<file path="config.mk">
export PLATFORM = sky130hd
export DESIGN_NAME = mac_tx_framer_flat
export DESIGN_NICKNAME = d
export VERILOG_FILES = /design/src/rtl/mac_pkg.sv /design/src/rtl/mac_tx_framer_if.sv /design/src/rtl/mac_tx_framer_crc32.sv /design/src/rtl/mac_tx_framer.sv /design/src/flat_wrapper.sv
export SDC_FILE = /design/constraint.sdc
export NUM_CORES = 1
export LEC_CHECK = 0
export ABC_CLOCK_PERIOD_IN_PS = 2100
export CORE_UTILIZATION = 30
export CTS_CLUSTER_SIZE = 10
export DETAILED_ROUTE_END_ITERATION = 10
export PLACE_DENSITY_LB_ADDON = 0.12
export REMOVE_ABC_BUFFERS = 1
export SLEW_MARGIN = 15
export SYNTH_ARGS = -nofsm -noshare
export SYNTH_HDL_FRONTEND = slang
export SYNTH_SLANG_ARGS = --single-unit
export TNS_END_PERCENT = 1
</file>
<file path="constraint.sdc">
create_clock -name phy_clk -period 2.1 [get_ports phy_clk]
set_input_delay 0.42 -clock phy_clk [delete_from_list [all_inputs] [get_ports phy_clk]]
set_output_delay 0.42 -clock phy_clk [all_outputs]
set_load 0.005 [all_outputs]
</file>
<file path="src/rtl/mac_pkg.sv">
// mac_pkg: shared definitions for the MAC transmit path.
//   - framer state encoding
//   - preamble/SFD byte values
//   - CRC-32 (reflected Ethernet polynomial) constants and check residue
package mac_pkg;

  typedef enum logic [2:0] {
    ST_IDLE,
    ST_PREAMBLE,
    ST_DATA,
    ST_PAD,
    ST_FCS,
    ST_IFG
  } mac_state_e;

  localparam logic [7:0]  PREAMBLE_BYTE = 8'h55;
  localparam logic [7:0]  SFD_BYTE      = 8'hD5;
  localparam logic [31:0] CRC_INIT      = 32'hFFFFFFFF;
  localparam logic [31:0] CRC_RESIDUE   = 32'hDEBB20E3;
  localparam logic [31:0] CRC_POLY_REFL = 32'hEDB88320;

endpackage

</file>
<file path="src/rtl/mac_tx_framer_if.sv">
// mac_tx_framer_if: user-side byte stream plus PHY-side byte stream of the
// transmit framer.
//   mac_valid/mac_last/mac_data : user byte, last-byte marker
//   mac_ready                   : byte accepted on mac_valid & mac_ready
//   phy_valid/phy_error/phy_data: PHY TX byte stream
//   busy                        : framer not idle
// master = packet source / PHY observer, slave = framer.
interface mac_tx_framer_if;
  logic       mac_valid;
  logic       mac_last;
  logic [7:0] mac_data;
  logic       mac_ready;
  logic       phy_valid;
  logic       phy_error;
  logic [7:0] phy_data;
  logic       busy;

  modport master (
    output mac_valid, mac_last, mac_data,
    input  mac_ready, phy_valid, phy_error, phy_data, busy
  );

  modport slave (
    input  mac_valid, mac_last, mac_data,
    output mac_ready, phy_valid, phy_error, phy_data, busy
  );
endinterface

</file>
<file path="src/rtl/mac_tx_framer_crc32.sv">
// crc32: one-byte step of the reflected Ethernet CRC-32 (LSB of the byte
// first). Purely combinational.
//   data_in   : byte to fold in
//   state_in  : current CRC register
//   state_out : CRC register after the byte
module crc32
  import mac_pkg::*;
(
  input  logic [7:0]  data_in,
  input  logic [31:0] state_in,
  output logic [31:0] state_out
);

  logic [31:0] c_v;

  always_comb begin
    c_v = state_in;
    for (int i = 0; i < 8; i++) begin
      if (c_v[0] ^ data_in[i]) c_v = (c_v >> 1) ^ CRC_POLY_REFL;
      else                     c_v = c_v >> 1;
    end
    state_out = c_v;
  end

endmodule

</file>
<file path="src/rtl/mac_tx_framer.sv">
// mac_tx_framer: Ethernet MAC transmit framer. Wraps a user byte stream with
// preamble + SFD, optional minimum-length zero padding and FCS, then holds the
// line idle for the inter-frame gap.
//   phy_clk   : single clock
//   phy_rst_n : asynchronous active-low reset
//   bus       : mac_tx_framer_if.slave (user stream in, PHY stream out, busy)
// Build option: MAC_TX_PAD_EN - when defined, frames shorter than MIN_PAYLOAD
// are zero-padded before the FCS; otherwise the PAD state is absent.
//
// state    | meaning
// IDLE     | waiting for mac_valid, nothing on the PHY
// PREAMBLE | sending PREAMBLE_LEN x 0x55 then the SFD
// DATA     | forwarding user bytes, folding them into the CRC
// PAD      | sending 0x00 up to MIN_PAYLOAD (pad build only)
// FCS      | sending ~crc, least significant byte first
// IFG      | IFG_LEN idle cycles, user input ignored
module mac_tx_framer
  import mac_pkg::*;
#(
  parameter int PREAMBLE_LEN = 7,
`ifdef MAC_TX_PAD_EN
  parameter int MIN_PAYLOAD  = 60,
`endif
  parameter int MAX_PAYLOAD  = 1514,
  parameter int IFG_LEN      = 12
) (
  input  logic            phy_clk,
  input  logic            phy_rst_n,
  mac_tx_framer_if.slave  bus
);

  localparam logic [10:0] PRE_CNT = 11'(PREAMBLE_LEN);
  localparam logic [10:0] MAX_CNT = 11'(MAX_PAYLOAD);
  localparam logic [10:0] IFG_CNT = 11'(IFG_LEN - 1);
`ifdef MAC_TX_PAD_EN
  localparam logic [10:0] MIN_CNT = 11'(MIN_PAYLOAD);
`endif

  mac_state_e  st_q, st_d;
  // Shared counter: preamble bytes, payload length, FCS byte index, IFG countdown.
  logic [10:0] cnt_q, cnt_d;
  logic [31:0] crc_q, crc_d;
  logic        pv_q, pv_d;
  logic        pe_q, pe_d;
  logic [7:0]  pd_q, pd_d;
  logic        rdy_q, rdy_d;
  logic        busy_q, busy_d;

  logic [7:0]  crc_byte;
  logic [31:0] crc_next;
  logic [31:0] crc_inv;

  // Pad bytes are zeros, so the CRC input only needs the user byte in DATA.
  assign crc_byte = (st_q == ST_DATA) ? bus.mac_data : 8'h00;
  assign crc_inv  = ~crc_q;

  crc32 u_crc32 (
    .data_in   (crc_byte),
    .state_in  (crc_q),
    .state_out (crc_next)
  );

  always_comb begin
    st_d  = st_q;
    cnt_d = cnt_q;
    crc_d = crc_q;
    pv_d  = 1'b0;
    pe_d  = 1'b0;
    pd_d  = 8'h00;
    case (st_q)
      ST_IDLE: begin
        if (bus.mac_valid) begin
          st_d  = ST_PREAMBLE;
          pv_d  = 1'b1;
          pd_d  = PREAMBLE_BYTE;
          cnt_d = 11'd1;
        end
      end
      ST_PREAMBLE: begin
        pv_d = 1'b1;
        if (cnt_q == PRE_CNT) begin
          pd_d  = SFD_BYTE;
          st_d  = ST_DATA;
          cnt_d = 11'd0;
          crc_d = CRC_INIT;
        end else begin
          pd_d  = PREAMBLE_BYTE;
          cnt_d = cnt_q + 11'd1;
        end
      end
      ST_DATA: begin
        pv_d = 1'b1;
        // rdy_q is low once MAX_PAYLOAD bytes are in, so oversize and
        // underrun both land in the abort branch.
        if (rdy_q && bus.mac_valid) begin
          pd_d  = bus.mac_data;
          crc_d = crc_next;
          cnt_d = cnt_q + 11'd1;
          if (bus.mac_last) begin
`ifdef MAC_TX_PAD_EN
            if (cnt_q + 11'd1 < MIN_CNT) begin
              st_d = ST_PAD;
            end else begin
              st_d  = ST_FCS;
              cnt_d = 11'd0;
            end
`else
            st_d  = ST_FCS;
            cnt_d = 11'd0;
`endif
          end
        end else begin
          pe_d  = 1'b1;
          st_d  = ST_IFG;
          cnt_d = IFG_CNT;
        end
      end
`ifdef MAC_TX_PAD_EN
      ST_PAD: begin
        pv_d  = 1'b1;
        crc_d = crc_next;
        cnt_d = cnt_q + 11'd1;
        if (cnt_q + 11'd1 == MIN_CNT) begin
          st_d  = ST_FCS;
          cnt_d = 11'd0;
        end
      end
`endif
      ST_FCS: begin
        pv_d = 1'b1;
        case (cnt_q[1:0])
          2'd0:    pd_d = crc_inv[7:0];
          2'd1:    pd_d = crc_inv[15:8];
          2'd2:    pd_d = crc_inv[23:16];
          default: pd_d = crc_inv[31:24];
        endcase
        if (cnt_q[1:0] == 2'd3) begin
          st_d  = ST_IFG;
          cnt_d = IFG_CNT;
        end else begin
          cnt_d = cnt_q + 11'd1;
        end
      end
      ST_IFG: begin
        if (cnt_q == 11'd0) st_d = ST_IDLE;
        else                cnt_d = cnt_q - 11'd1;
      end
      default: st_d = ST_IDLE;
    endcase
    rdy_d  = (st_d == ST_DATA) && (cnt_d != MAX_CNT);
    busy_d = (st_d != ST_IDLE);
  end

  always_ff @(posedge phy_clk or negedge phy_rst_n) begin
    if (!phy_rst_n) begin
      st_q   <= ST_IDLE;
      cnt_q  <= 11'd0;
      crc_q  <= CRC_INIT;
      pv_q   <= 1'b0;
      pe_q   <= 1'b0;
      pd_q   <= 8'h00;
      rdy_q  <= 1'b0;
      busy_q <= 1'b0;
    end else begin
      st_q   <= st_d;
      cnt_q  <= cnt_d;
      crc_q  <= crc_d;
      pv_q   <= pv_d;
      pe_q   <= pe_d;
      pd_q   <= pd_d;
      rdy_q  <= rdy_d;
      busy_q <= busy_d;
    end
  end

  assign bus.mac_ready = rdy_q;
  assign bus.phy_valid = pv_q;
  assign bus.phy_error = pe_q;
  assign bus.phy_data  = pd_q;
  assign bus.busy      = busy_q;

endmodule
</file>
<file path="src/flat_wrapper.sv">
// flat-port wrapper written by rule: the top's interface ports become plain ports
module mac_tx_framer_flat import mac_pkg::*;
#(
  parameter int PREAMBLE_LEN = 7,

  parameter int MAX_PAYLOAD  = 1514,
  parameter int IFG_LEN      = 12
)
  (phy_clk, phy_rst_n, bus_mac_valid, bus_mac_last, bus_mac_data, bus_mac_ready, bus_phy_valid, bus_phy_error, bus_phy_data, bus_busy);
  mac_tx_framer_if bus_i ();
  input  logic phy_clk;
  input  logic phy_rst_n;
  input wire logic [$bits(bus_i.mac_valid)-1:0] bus_mac_valid;
  input wire logic [$bits(bus_i.mac_last)-1:0] bus_mac_last;
  input wire logic [$bits(bus_i.mac_data)-1:0] bus_mac_data;
  output wire logic [$bits(bus_i.mac_ready)-1:0] bus_mac_ready;
  output wire logic [$bits(bus_i.phy_valid)-1:0] bus_phy_valid;
  output wire logic [$bits(bus_i.phy_error)-1:0] bus_phy_error;
  output wire logic [$bits(bus_i.phy_data)-1:0] bus_phy_data;
  output wire logic [$bits(bus_i.busy)-1:0] bus_busy;
  assign bus_i.mac_valid = bus_mac_valid;
  assign bus_i.mac_last = bus_mac_last;
  assign bus_i.mac_data = bus_mac_data;
  assign bus_mac_ready = bus_i.mac_ready;
  assign bus_phy_valid = bus_i.phy_valid;
  assign bus_phy_error = bus_i.phy_error;
  assign bus_phy_data = bus_i.phy_data;
  assign bus_busy = bus_i.busy;
  mac_tx_framer #(.PREAMBLE_LEN(PREAMBLE_LEN), .MAX_PAYLOAD(MAX_PAYLOAD), .IFG_LEN(IFG_LEN)) u_core (.phy_clk(phy_clk), .phy_rst_n(phy_rst_n), .bus(bus_i));
endmodule
</file>
## Word level (Yosys, flattened, before mapping)

Cells that the tools add are included.
Widths: inputs -> output; s select.

- Register bits after elaboration: 58
- Bits of input ports: 12
- Logic and storage cells: 83

- $add $sub $neg: 2
- Equality and inequality tests: 12
- Mux-type cells: 35
- Bitwise gates (word level): 17
- Reduce and logical (&&, ||, !) cells: 9

Operators by type and width:

| operator | number |
|---|---|
| $mux 32 | 10 |
| $not 13->14 | 8 |
| $mux 11 | 6 |
| $pmux 32 s2 | 1 |
| $pmux 11 s5 | 1 |
| $not 32->32 | 1 |
| $pmux 8 s4 | 1 |
| $mux 8 | 3 |
| $pmux 8 s3 | 1 |
| $mux 3 | 6 |
| $pmux 3 s5 | 1 |
| $add 11x1->11 const B | 1 |
| $eq 11x3->1 const B | 1 |
| $logic_not 11->1 | 1 |
| $ne 11x11->1 const B | 1 |
| $sub 11x1->11 const B | 1 |
| $xor 1x1->1 | 8 |
| $mux 7 | 1 |
| $eq 3x2->1 const B | 2 |
| $eq 3x3->1 const B | 2 |
| $eq 2x2->1 const B | 2 |
| $eq 3x1->1 const B | 1 |
| $logic_not 3->1 | 1 |
| $mux 1 | 3 |
| 10 further kinds | 11 |

## Depth between registers and ports, before layout

Gate-level depths: netlist of run 1.

- Word-level depth: 20
- Mapped depth: 9

## Modules after synthesis

A second synthesis of run 1 with hierarchy kept.

- Cell total of the unflattened synthesis: 460
- Area total of the unflattened synthesis: 4067.7 sq um

By module, submodules not included:

| module | times used | cells an instance | area an instance (sq um) | sequential area each (sq um) |
|---|---|---|---|---|
| mac_tx_framer | 1 | 390 | 3298.2 | 1491.4 |
| crc32 | 1 | 70 | 769.5 | 0.0 |

## Worst setup path before layout of run 1

No wires, ideal clock.

- Kind: reg-to-reg
- From: reg u_core.cnt_q[0]
- To: reg u_core.rdy_q, in the netlist u_core.bus.mac_ready
- Arrival: 2.232 ns
- Data required time: 1.955 ns
- Slack: -0.276 ns
- Stages on the path, launching flop included: 9
- Buffers on the path: 0
- Clock period less this slack: 2.376 ns
- Cells stage by stage: dfrtp_1 -> inv_1 -> ha_1 -> nor4b_4 -> a31oi_1 -> and3_2 -> a221o_1 -> a2111oi_2 -> a41oi_1

- Cells in the longest elaborated chain, start to end: 6
- Elaborated cells between the ends (all ways): 19
- Classes of those cells: 2 x add/sub; 4 x eq/ne; 11 x mux; 2 x reduce/logical

RTL lines:

| element | RTL line | source |
|---|---|---|
| start, declared | mac_tx_framer.sv:41 | `logic [10:0] cnt_q, cnt_d;` |
| start signal, assigned | mac_tx_framer.sv:166 | `cnt_q <= cnt_d;` |
| $add 11x1->11 | mac_tx_framer.sv:88, mac_tx_framer.sv:98, mac_tx_framer.sv:141 |  |
| $mux 11 | mac_tx_framer.sv:99 | `if (bus.mac_last) begin` |
| $mux 11 | mac_tx_framer.sv:95 | `if (rdy_q && bus.mac_valid) begin` |
| $pmux 11 s5 (*) | mac_tx_framer.sv:70 | `case (st_q)` |
| via u_core.cnt_d[9] | mac_tx_framer.sv:41 |  |
| $ne 11x11->1 (*) | mac_tx_framer.sv:150 | `rdy_d = (st_d == ST_DATA) && (cnt_d != MAX_CNT);` |
| $logic_and 1x1->1 (*) | mac_tx_framer.sv:150 |  |
| via u_core.rdy_d | mac_tx_framer.sv:46 | `logic rdy_q, rdy_d;` |
| end signal, assigned | mac_tx_framer.sv:171 | `rdy_q <= rdy_d;` |
| end, declared | mac_tx_framer.sv:46 |  |

The timed path passes the listed nets; every way through them passes the cells marked *.
A chain may end at the register's enable or synchronous reset.

## Worst setup path in the final report of run 1

- From: reg u_core.cnt_q[1]
- To: reg u_core.rdy_q, in the netlist u_core.bus.mac_ready

- Cells in the longest elaborated chain, start to end: 6
- Elaborated cells between the ends (all ways): 19
- Classes of those cells: 2 x add/sub; 4 x eq/ne; 11 x mux; 2 x reduce/logical

RTL lines:

| element | RTL line |
|---|---|
| $add 11x1->11 | mac_tx_framer.sv:88, mac_tx_framer.sv:98, mac_tx_framer.sv:141 |
| $mux 11 | mac_tx_framer.sv:99 |
| $mux 11 | mac_tx_framer.sv:95 |
| $pmux 11 s5 | mac_tx_framer.sv:70 |
| $ne 11x11->1 | mac_tx_framer.sv:150 |
| $logic_and 1x1->1 (*) | mac_tx_framer.sv:150 |
| via u_core.rdy_d | mac_tx_framer.sv:46 |

Marks and branches as above.

==> run_results.csv, run 1 <==
group,metric,value,unit
final_layout,drive_gt1_share,44.0,%
logic_synthesis,synth.avg_cell_area,9.48,µm²
critical_path,critPathTopFamily,"compound AO/OA/AOI/OAI gates",
detailed_routing,wl_met3,475,µm
detailed_routing,top_layer_used,"met4",
cts,clk_latency,0.35,ns
sta,fin_hold_ws,0.0367,ns
global_routing,grt_pass1_wl,21200,µm
min_path,hp-class,"in -> async",
logic_synthesis,synthTopCellsByCount,"a21oi_1, nor2_1, xnor2_1",
die,core,13300,µm²
placement,portBuffers,23,
sta,slew_viol_final,0,
sta,clock_skew,0.0111,ns
critical_path,critPathKind,"reg -> reg",
sta,tightest_slew,0.615,ns
final_layout,syn2layout_area_growth,49.8,%
critical_path,cp.required,2.31,ns
logic_synthesis,ys_async_sr_fraction,100,%
cts,cts.clk_slew.worst_paths,0.06,ns
final_layout,diodes,0,
critical_path,crit_chain,"buf_6, or4_4, a311oi_2, nand2_1, o22a_2, a2111oi_4, a41oi_2",
detailed_routing,drt-met1-wl,6160,µm
die,die_x,119,µm
cts,clockBufferDepth,2,
critical_path,ff2ff_path_depth,7,
flow_run,maxCapViolCount,0,
run_status,status,"finished, violations left",
cts,cts_tree,"built",
cts,clock_sinks,58,
logic_synthesis,yosysTopAreaCell,"dfstp_2",
logic_synthesis,syn-cell-area,4110,µm²
critical_path,worst-path-buf-inv,1,
placement,dp.cells,744,
run_status,violations,"negative setup slack",
detailed_routing,vias_per_cell,4.99,
detailed_routing,wl_per_cell,16.8,µm
power,leakage,0.00251,µW
sta,setup_viol,38,
sta,min_period,2.32,ns
detailed_routing,wl,13000,µm
logic_synthesis,yosysUniqueCellTypes,72,
sta,min_period_over_period,110,%
logic_synthesis,synth_area_leaders,"dfstp_2, dfrtp_1, xnor2_1",
global_routing,track_usage,19.7,%
logic_synthesis,synth_top_flop_cell,"dfstp_2",
critical_path,end_kind,"flip-flop",
cts,cts_made_buffers,9,
logic_synthesis,yosysTopAreaCellShare,20.4,%
logic_synthesis,yosysWarnings,0,
power,power,2570,µW
critical_path,cp_slowest_cell,"or4_4",
detailed_routing,met2WireLength,6070,µm
final_layout,fin_nets,610,
global_routing,antenna_found_initial,0,
final_layout,utilization,46.3,%
critical_path,cp.depth,7,
cts,cts_root_buf,"clkbuf_16",
die,die_height,119,µm
power,ir_worst_vdd,0.380,mV
global_routing,grt_max_degree,34,
sta,hold_violations,0,
logic_synthesis,synth-edff-count,0,
power,p_per_area,417,nW/µm²
logic_synthesis,yosysSeqAreaShare,36.3,%
global_routing,grt_pass1_vias,3972,
detailed_routing,dr.pass1.iters,4,
detailed_routing,drt.antenna.violating_nets,0,
final_layout,fin_cells,772,
critical_path,r2r-end,"u_core.bus.mac_ready$_DFF_PN0_",
detailed_routing,num_vias,3851,
sta,slew_headroom,58.6,%
sta,fmax,0.431,GHz
placement,gp_congestion,0.834,
critical_path,r2r_slack,-0.22,ns
global_routing,grt-ovfl-total,0,
sta,rsz0062_at_grt,"true",
logic_synthesis,ys_seq_elements,58,
die,die_area,14200,µm²
critical_path,path_max_fanout,4,
sta,setup_ws,-0.220,ns
cts,htreeDepth,3,
detailed_routing,drtIter0Drc,225,
detailed_routing,drc,0,
critical_path,cp.arrival,2.53,ns
critical_path,max_stage_delay,0.59,ns
die,rows,42,
placement,pre_cts_slack,-0.611,ns
die,boundaryPins,24,
placement,dp_hpwl,9650,µm
die,start_util,30.9,%
critical_path,cp-start-kind,"flip-flop",
logic_synthesis,syn_inst,434,
critical_path,worstReg2RegStart,"u_core.cnt_q[1]$_DFF_PN0_",
-- state kept, by name (all words and copies together), names as in the netlist --
| register | flops |
|---|---|
| u_core.bus.phy_error | 1 |
| u_core.bus.phy_valid | 1 |
| u_core.crc_q | 32 |
| u_core.st_q | 3 |
| u_core.bus.busy | 1 |
| u_core.cnt_q | 11 |
| u_core.bus.mac_ready | 1 |
| u_core.bus.phy_data | 8 |
-- final cells by class --
cell class	instances	area, µm²
fillers	1261	7130
multi-input cells	340	2750
flip-flops and latches	58	1490
repair buffers	169	1380
clock buffers	11	243
well taps	176	220
inverters	13	51.3
clock inverters	5	28.8
-- worst max-delay path by stage --
stage / start / endpoint / slack (ns)
2_1_floorplan: u_core.cnt_q[0]$_DFF_PN0_ / u_core.crc_q[12]$_DFFE_PN1P_ / -0.94
3_3_place_gp: bus_mac_last / u_core.bus.mac_ready$_DFF_PN0_ / -0.60
3_5_place_dp: bus_mac_last / u_core.bus.mac_ready$_DFF_PN0_ / -0.61
4_1_cts: u_core.cnt_q[1]$_DFF_PN0_ / u_core.bus.mac_ready$_DFF_PN0_ / -0.20
5_1_grt: u_core.cnt_q[0]$_DFF_PN0_ / u_core.bus.mac_ready$_DFF_PN0_ / -0.31
6_report: u_core.cnt_q[1]$_DFF_PN0_ / u_core.bus.mac_ready$_DFF_PN0_ / -0.22
-- layout by cell type (no fill, tap or decap), types with 3 or more instances in the layout --
master,n
buf_4,137
a21oi_1,39
nor2_1,38
xnor2_1,33
dfstp_2,32
nand2_1,27
dfrtp_1,25
clkdlybuf4s50_1,21
xor2_1,20
o21ai_0,13
inv_1,11
xnor2_2,11
nor2b_1,9
o22ai_1,9
clkbuf_16,9
nand3_1,8
and4bb_2,7
nor3_1,6
buf_6,6
o311ai_1,5
or3_1,5
xnor2_4,5
a21boi_0,4
nor3b_1,4
nor4_1,4
ha_1,4
nand4_1,3
o21a_1,3
a31oi_1,3
a211oi_2,3
o211ai_1,3
o311ai_0,3
o22a_1,3
clkinv_2,3
buf_12,3
-- what timing repair did --
item	4_1_cts	5_1_grt
endpoints found under the setup margin	40	43
buffers inserted	9	3
pin swaps	10	11
gates resized for setup	35	23
hold buffers	0	0
-- per-layer routing --
| metal | GRT usage (%) | up-vias |
|---|---|---|
| met3 | 2.87 | 21 |
| met1 | 26.4 | 1884 |
| li1 | - | 1886 |
| met4 | 8.78 | 0 |
| met2 | 31.3 | 60 |
| met5 | 0 | - |
-- report_power, final --
part           total, µW  leakage (µW)  internal [µW]  switching, µW
logic               59.2       0.00172           26.1           33.1
registers           1120      0.000653           1120              0
clock network       1390      0.000136            824            562
total               2570       0.00251           1970            595
-- metrics by stage --
stage	TNS, ns	cell area (µm²)
6_report	-2.16	6160
3_5_place_dp	-8.97	5500
3_3_place_gp	-9.12	5500
2_1_floorplan	-31.31	4000
5_1_grt	-6.08	6160
4_1_cts	-1.67	6030
-- logic make-up after synthesis --
kind of cell,count (synthesis),share of synthesized area [%]
adder cells (fa/ha/maj),7,2.13
AO/OA/AOI/OAI,117,19.4
AND/OR/NAND/NOR,142,20.3
XOR/XNOR,72,17.5
flip-flops,58,36.3
multiplexers,2,0.487
buffers and inverters,36,3.95
(Power assumes the default switching activity.)
==> run 2, diff against run 1 <==
--- a/config.mk
+++ b/config.mk
@@ -5,13 +5,13 @@
 export SDC_FILE = /design/constraint.sdc
 export NUM_CORES = 1
 export LEC_CHECK = 0
-export ABC_CLOCK_PERIOD_IN_PS = 2100
+export ABC_CLOCK_PERIOD_IN_PS = 2800
 export CORE_UTILIZATION = 30
 export CTS_CLUSTER_SIZE = 10
 export DETAILED_ROUTE_END_ITERATION = 10
 export PLACE_DENSITY_LB_ADDON = 0.12
 export REMOVE_ABC_BUFFERS = 1
-export SLEW_MARGIN = 15
+export SLEW_MARGIN = 10
 export SYNTH_ARGS = -nofsm -noshare
 export SYNTH_HDL_FRONTEND = slang
 export SYNTH_SLANG_ARGS = --single-unit
==> constraint.sdc (replaced) <==
create_clock -name phy_clk -period 2.8 [get_ports phy_clk]
set_input_delay 0.56 -clock phy_clk [delete_from_list [all_inputs] [get_ports phy_clk]]
set_output_delay 0.56 -clock phy_clk [all_outputs]
set_load 0.005 [all_outputs]
==> run 2 against run 1 <==
Net effect: the run now ends clean; clock power decreased by 25%; sequential share of layout area increased by 4.7 points; global-route usage decreased by 1.3 points; final cell count decreased by 12%; critical path type unchanged; largest cell class unchanged.
==> run_results.csv, run 2 (synthesis gave the netlist of run 1 again) <==
group,metric,value,unit
sta,rsz0062_at_grt,"false",
die,die_x,119,µm
power,p_per_area,372,nW/µm²
detailed_routing,drt.antenna.violating_nets,0,
run_status,status,"finished clean",
sta,slew_viol_final,0,
cts,cts_tree,"built",
sta,setup_ws,0.210,ns
die,core,13300,µm²
final_layout,regMostFlops,"u_core.crc_q",
die,rows,42,
sta,setup_viol,0,
final_layout,layout_commonest_cell,"buf_4",
global_routing,grt_pass1_vias,3521,
power,ir_worst_vdd,0.266,mV
sta,min_period_over_period,92.5,%
cts,htreeDepth,3,
final_layout,fin_nets,516,
global_routing,busiest_layer,"met2",
critical_path,max_stage_delay,0.47,ns
die,die_height,119,µm
global_routing,met1_usage,25.5,%
power,intPower,1480,µW
cts,cts_resized,0,
final_layout,syn2layout_area_growth,25.2,%
cts,cts_hold_buf,0,
global_routing,antenna_found_initial,0,
critical_path,crit_chain,"inv_1, ha_1, nor4b_4, buf_4, a311oi_1, nand2_1, o22a_2, a2111oi_2, a41oi_1",
sta,hold_violations,0,
cts,clock_sinks,58,
cts,cts_made_buffers,9,
placement,gp_congestion,0.853,
critical_path,cp-start-kind,"flip-flop",
power,power_switching,442,µW
sta,min_period,2.59,ns
detailed_routing,wl_per_cell,17.6,µm
sta,tns,0,ns
cts,cts_root_buf,"clkbuf_16",
critical_path,path_max_fanout,8,
global_routing,grt_pass1_wl,19700,µm
placement,pre_cts_slack,-0.0501,ns
final_layout,design_area,5150,µm²
final_layout,drive_gt1_share,27.5,%
sta,fmax,0.386,GHz
final_layout,diodes,0,
global_routing,grt_max_degree,35,
global_routing,grt_use_met3,3.11,%
sta,tightest_slew,0.661,ns
power,leakage,0.00200,µW
flow_run,maxCapViolCount,0,
power,p_comb_share,2.2,%
global_routing,track_usage,18.4,%
cts,cts.clk_slew.worst_paths,0.06,ns
sta,slew_headroom,55.4,%
power,switching_share,23.1,%
global_routing,grt-ovfl-total,0,
placement,portBuffers,23,
cts,postCtsSetupRepairBufs,0,
power,clockPowerShare,54.0,%
placement,placed_area,4880,µm²
critical_path,worst-path-buf-inv,2,
detailed_routing,dr.pass1.iters,5,
critical_path,cp_slowest_cell,"dfrtp_1",
die,start_util,30.9,%
critical_path,cp.arrival,2.78,ns
detailed_routing,wl,12000,µm
die,die_area,14200,µm²
detailed_routing,drtIter0Drc,223,
critical_path,end_kind,"flip-flop",
detailed_routing,vias_per_cell,5.19,
final_layout,largest_reg_flops,32,
critical_path,critPathTopFamily,"compound AO/OA/AOI/OAI gates",
placement,dp_hpwl,8900,µm
final_layout,n_fill_cell,1354,
power,p_seq_share,43.8,%
detailed_routing,drc,0,
min_path,hp-class,"in -> async",
critical_path,critPathKind,"reg -> reg",
die,boundaryPins,24,
final_layout,utilization,38.8,%
cts,clockBufferDepth,2,
final_layout,final_cell_mix,"buf_4, nor2_1, xnor2_1, a21oi_1, dfstp_2",
critical_path,cp.required,2.99,ns
detailed_routing,num_vias,3520,
global_routing,use_met2,27.3,%
sta,clock_skew,0.00845,ns
cts,clk_latency,0.34,ns
run 2: cell count changes in the layout (fill, tap and decap cells not counted), moves of 3 or more:
cell	change
ha_1	+3
o311ai_1	-5
buf_6	-6
o311ai_0	+6
xnor2_1	+6
a211oi_2	-3
buf_4	-88
a211oi_1	+3
xnor2_4	-5
run 2: stage by stage:
stage                     hold slack, ns  cells  total power [µW]
after floorplan                    0.264    411               854
after detailed placement           0.510    662               897
final                              0.239    678              1920
after global routing               0.284    678              1990
after global placement             0.511    662               897
after CTS                          0.261    678              1950
run 2: power groups by stage:
stage | combinational [µW] | sequential, µW | clock (µW)
3_3_place_gp | 43.3 | 854 | 0
3_5_place_dp | 42.9 | 854 | 0
6_report | 41.3 | 841 | 1040
2_1_floorplan | 0.142 | 854 | 0
4_1_cts | 43.2 | 841 | 1070
5_1_grt | 46.7 | 841 | 1100
run 2: worst reg2reg max path: cells and delay by family, from the launching register on:
| family | cells | cell delay, ns |
|---|---|---|
| AND/OR/NAND/NOR | 2 | 0.26 |
| AO/OA/AOI/OAI | 4 | 1.11 |
| adder cells (fa/ha/maj) | 1 | 0.25 |
| flip-flops | 1 | 0.47 |
| buffers and inverters | 2 | 0.35 |
run 2: worst paths after layout:
kind / slack [ns] / startpoint / cells past startpoint / endpoint
max in group asynchronous: 1.87 / phy_rst_n / 2 / u_core.crc_q[9]$_DFFE_PN1P_
worst min-delay path: 0.24 / phy_rst_n / 1 / u_core.bus.phy_data[6]$_DFF_PN0_
worst min register to register: 0.52 / u_core.crc_q[23]$_DFFE_PN1P_ / 2 / u_core.crc_q[23]$_DFFE_PN1P_
worst max register to register: 0.21 / u_core.cnt_q[1]$_DFF_PN0_ / 9 / u_core.bus.mac_ready$_DFF_PN0_
worst max-delay path: 0.21 / u_core.cnt_q[1]$_DFF_PN0_ / 9 / u_core.bus.mac_ready$_DFF_PN0_
min in group phy_clk: 0.52 / u_core.crc_q[23]$_DFFE_PN1P_ / 2 / u_core.crc_q[23]$_DFFE_PN1P_
run 2: per-layer routing:
| layer | vias to the layer above | part of all wire [%] | routed length [µm] |
|---|---|---|---|
| met5 | - | 0 | 0 |
| met4 | 0 | 2.8 | 336 |
| met3 | 22 | 4.4 | 522 |
| met2 | 97 | 44 | 5310 |
| met1 | 1700 | 48 | 5800 |
| li1 | 1701 | - | - |
run 2: final cells by class:
class | count | area (µm²) | share of cell area (%)
clock inverters | 5 | 28.8 | 0.559
multi-input cells | 340 | 2470 | 47.9
clock buffers | 11 | 243 | 4.71
inverters | 13 | 48.8 | 0.947
repair buffers | 75 | 653 | 12.7
well taps | 176 | 220 | 4.27
flip-flops and latches | 58 | 1490 | 29.0
==> run 3, diff against run 2 <==
--- a/config.mk
+++ b/config.mk
@@ -6,6 +6,7 @@
 export NUM_CORES = 1
 export LEC_CHECK = 0
 export ABC_CLOCK_PERIOD_IN_PS = 2800
+export CORE_MARGIN = 2
 export CORE_UTILIZATION = 30
 export CTS_CLUSTER_SIZE = 10
 export DETAILED_ROUTE_END_ITERATION = 10
==> run 3 against run 2 <==
Net effect: utilization down 0.40 points; final cell count is 1.3% lower; first-iteration DRC count rose by 85%; critical path type unchanged; critical path depth shrank 1; total power grew 8.8%; critical endpoint unchanged; via count is 0.54% higher.
==> run_results.csv, run 3 (synthesis gave the netlist of run 1 again) <==
group,metric,value,unit
cts,cts_made_buffers,9,
min_path,hp-class,"in -> async",
cts,cts_hold_buf,0,
die,start_util,30.9,%
power,p_per_area,409,nW/µm²
power,intPower,1650,µW
detailed_routing,drtIter0Drc,413,
final_layout,fin_nets,507,
power,leakage,0.00196,µW
cts,htreeDepth,3,
cts,postCtsSetupRepairBufs,0,
power,power_switching,438,µW
detailed_routing,wl,12400,µm
global_routing,grt-ovfl-total,0,
sta,hold_violations,0,
sta,tightest_slew,0.695,ns
cts,clockBufferDepth,2,
critical_path,max_stage_delay,0.42,ns
global_routing,grt_pass1_vias,3537,
cts,clock_sinks,58,
critical_path,end_kind,"flip-flop",
critical_path,crit_start,"u_core.cnt_q[1]$_DFF_PN0_",
final_layout,fin_cells,669,
final_layout,drive_gt1_share,26.0,%
die,die_height,121,µm
global_routing,track_usage,18.0,%
run_status,status,"finished clean",
critical_path,cp-start-kind,"flip-flop",
sta,slew_headroom,53.0,%
critical_path,crit_end,"u_core.bus.mac_ready$_DFF_PN0_",
placement,dp_hpwl,8910,µm
critical_path,cp_slowest_cell,"nor4b_4",
global_routing,antenna_found_initial,0,
global_routing,grt_max_degree,34,
sta,min_period,2.63,ns
power,ir_worst_vdd,0.256,mV
critical_path,cp.required,2.98,ns
critical_path,worst-path-buf-inv,1,
final_layout,diodes,0,
final_layout,syn2layout_area_growth,24.0,%
final_layout,utilization,38.4,%
critical_path,cp.depth,8,
cts,cts.clk_slew.worst_paths,0.05,ns
final_layout,largest_reg_flops,32,
flow_run,maxCapViolCount,0,
cts,cts_tree,"built",
critical_path,worstReg2RegStart,"u_core.cnt_q[1]$_DFF_PN0_",
sta,clock_skew,0.00461,ns
power,switching_share,21.0,%
sta,slew_viol_final,0,
detailed_routing,vias_per_cell,5.29,
power,p_seq_share,40.3,%
power,p_comb_share,1.9,%
die,core,13300,µm²
critical_path,critPathKind,"reg -> reg",
critical_path,r2r_slack,0.17,ns
die,die_area,14700,µm²
final_layout,regMostFlops,"u_core.crc_q",
die,rows,42,
detailed_routing,wl_per_cell,18.6,µm
placement,dp.cells,653,
sta,setup_viol,0,
detailed_routing,drt.antenna.violating_nets,0,
placement,portBuffers,23,
final_layout,layout_commonest_cell,"buf_4",
critical_path,cp.arrival,2.82,ns
detailed_routing,dr.pass1.iters,4,
detailed_routing,num_vias,3539,
sta,rsz0062_at_grt,"false",
critical_path,r2r-end,"u_core.bus.mac_ready$_DFF_PN0_",
detailed_routing,drc,0,
critical_path,crit_chain,"inv_1, ha_1, nor4b_4, a31oi_1, and3_2, a221o_1, a2111oi_2, a41oi_1",
die,die_x,121,µm
critical_path,path_max_fanout,8,
critical_path,ff2ff_path_depth,8,
sta,fmax,0.380,GHz
cts,clk_latency,0.34,ns
placement,gp_congestion,0.911,
final_layout,final_cell_mix,"buf_4, nor2_1, xnor2_1, a21oi_1, dfstp_2",
power,clockPowerShare,57.8,%
sta,min_period_over_period,94.0,%
cts,cts_resized,0,
die,boundaryPins,24,
cts,cts_root_buf,"clkbuf_16",
critical_path,critPathTopFamily,"compound AO/OA/AOI/OAI gates",
global_routing,grt_pass1_wl,19900,µm
-- run 3: cell count changes in the layout (fill, tap and decap cells not counted), sizes merged --
cell	change
inv	-1
clkinvlp	-1
clkbuf	+2
bufinv	+1
clkinv	-1
buf	-9
-- run 3: how the worst min path moves through the flow --
stage                            startpoint                                to  slack, ns  depth (start not counted)
6_report                          phy_rst_n  u_core.bus.phy_data[2]$_DFF_PN0_       0.20                          1
3_3_place_gp   u_core.crc_q[23]$_DFFE_PN1P_      u_core.crc_q[23]$_DFFE_PN1P_       0.51                          2
5_1_grt                           phy_rst_n  u_core.bus.phy_data[0]$_DFF_PN0_       0.23                          1
4_1_cts                           phy_rst_n  u_core.bus.phy_data[0]$_DFF_PN0_       0.21                          1
2_1_floorplan                     phy_rst_n         u_core.bus.busy$_DFF_PN0_       0.26                          0
3_5_place_dp    u_core.crc_q[8]$_DFFE_PN1P_       u_core.crc_q[8]$_DFFE_PN1P_       0.51                          2
-- run 3: final cells by class --
type	count	area, µm²
clock buffers	13	282
clock inverters	3	43.8
fillers	1325	8200
inverters	13	48.8
multi-input cells	340	2470
flip-flops and latches	58	1490
well taps	176	220
repair buffers	66	548
-- run 3: through the flow --
step           cell area, µm²  total power, µW  hold slack (ns)  TNS [ns]  worst slack [ns]
4_1_cts                  5100             2120            0.212         0             0.196
3_3_place_gp             4770              896            0.508         0           0.00326
3_5_place_dp             4770              896            0.510   -0.0246           -0.0246
5_1_grt                  5100             2170            0.231         0            0.0645
2_1_floorplan            4000              854            0.264     -7.02            -0.240
6_report                 5100             2090            0.204         0             0.168
-- run 3: layer usage --
metal  up-vias  track usage (%)  share of wire [%]
li1       1684                -                  -
met2        98             27.4                 46
met1      1743             24.9                 47
met5         -                0                  0
met4         0             5.81                1.5
met3        14             4.89                5.1
-- run 3: power groups by stage --
stage | logic, µW | clock network [µW] | registers (µW)
floorplan | 0.142 | 0 | 854
global placement | 41.8 | 0 | 854
detailed placement | 42.1 | 0 | 854
CTS | 42.1 | 1240 | 841
global route | 45.9 | 1280 | 841
finish | 40.2 | 1210 | 841
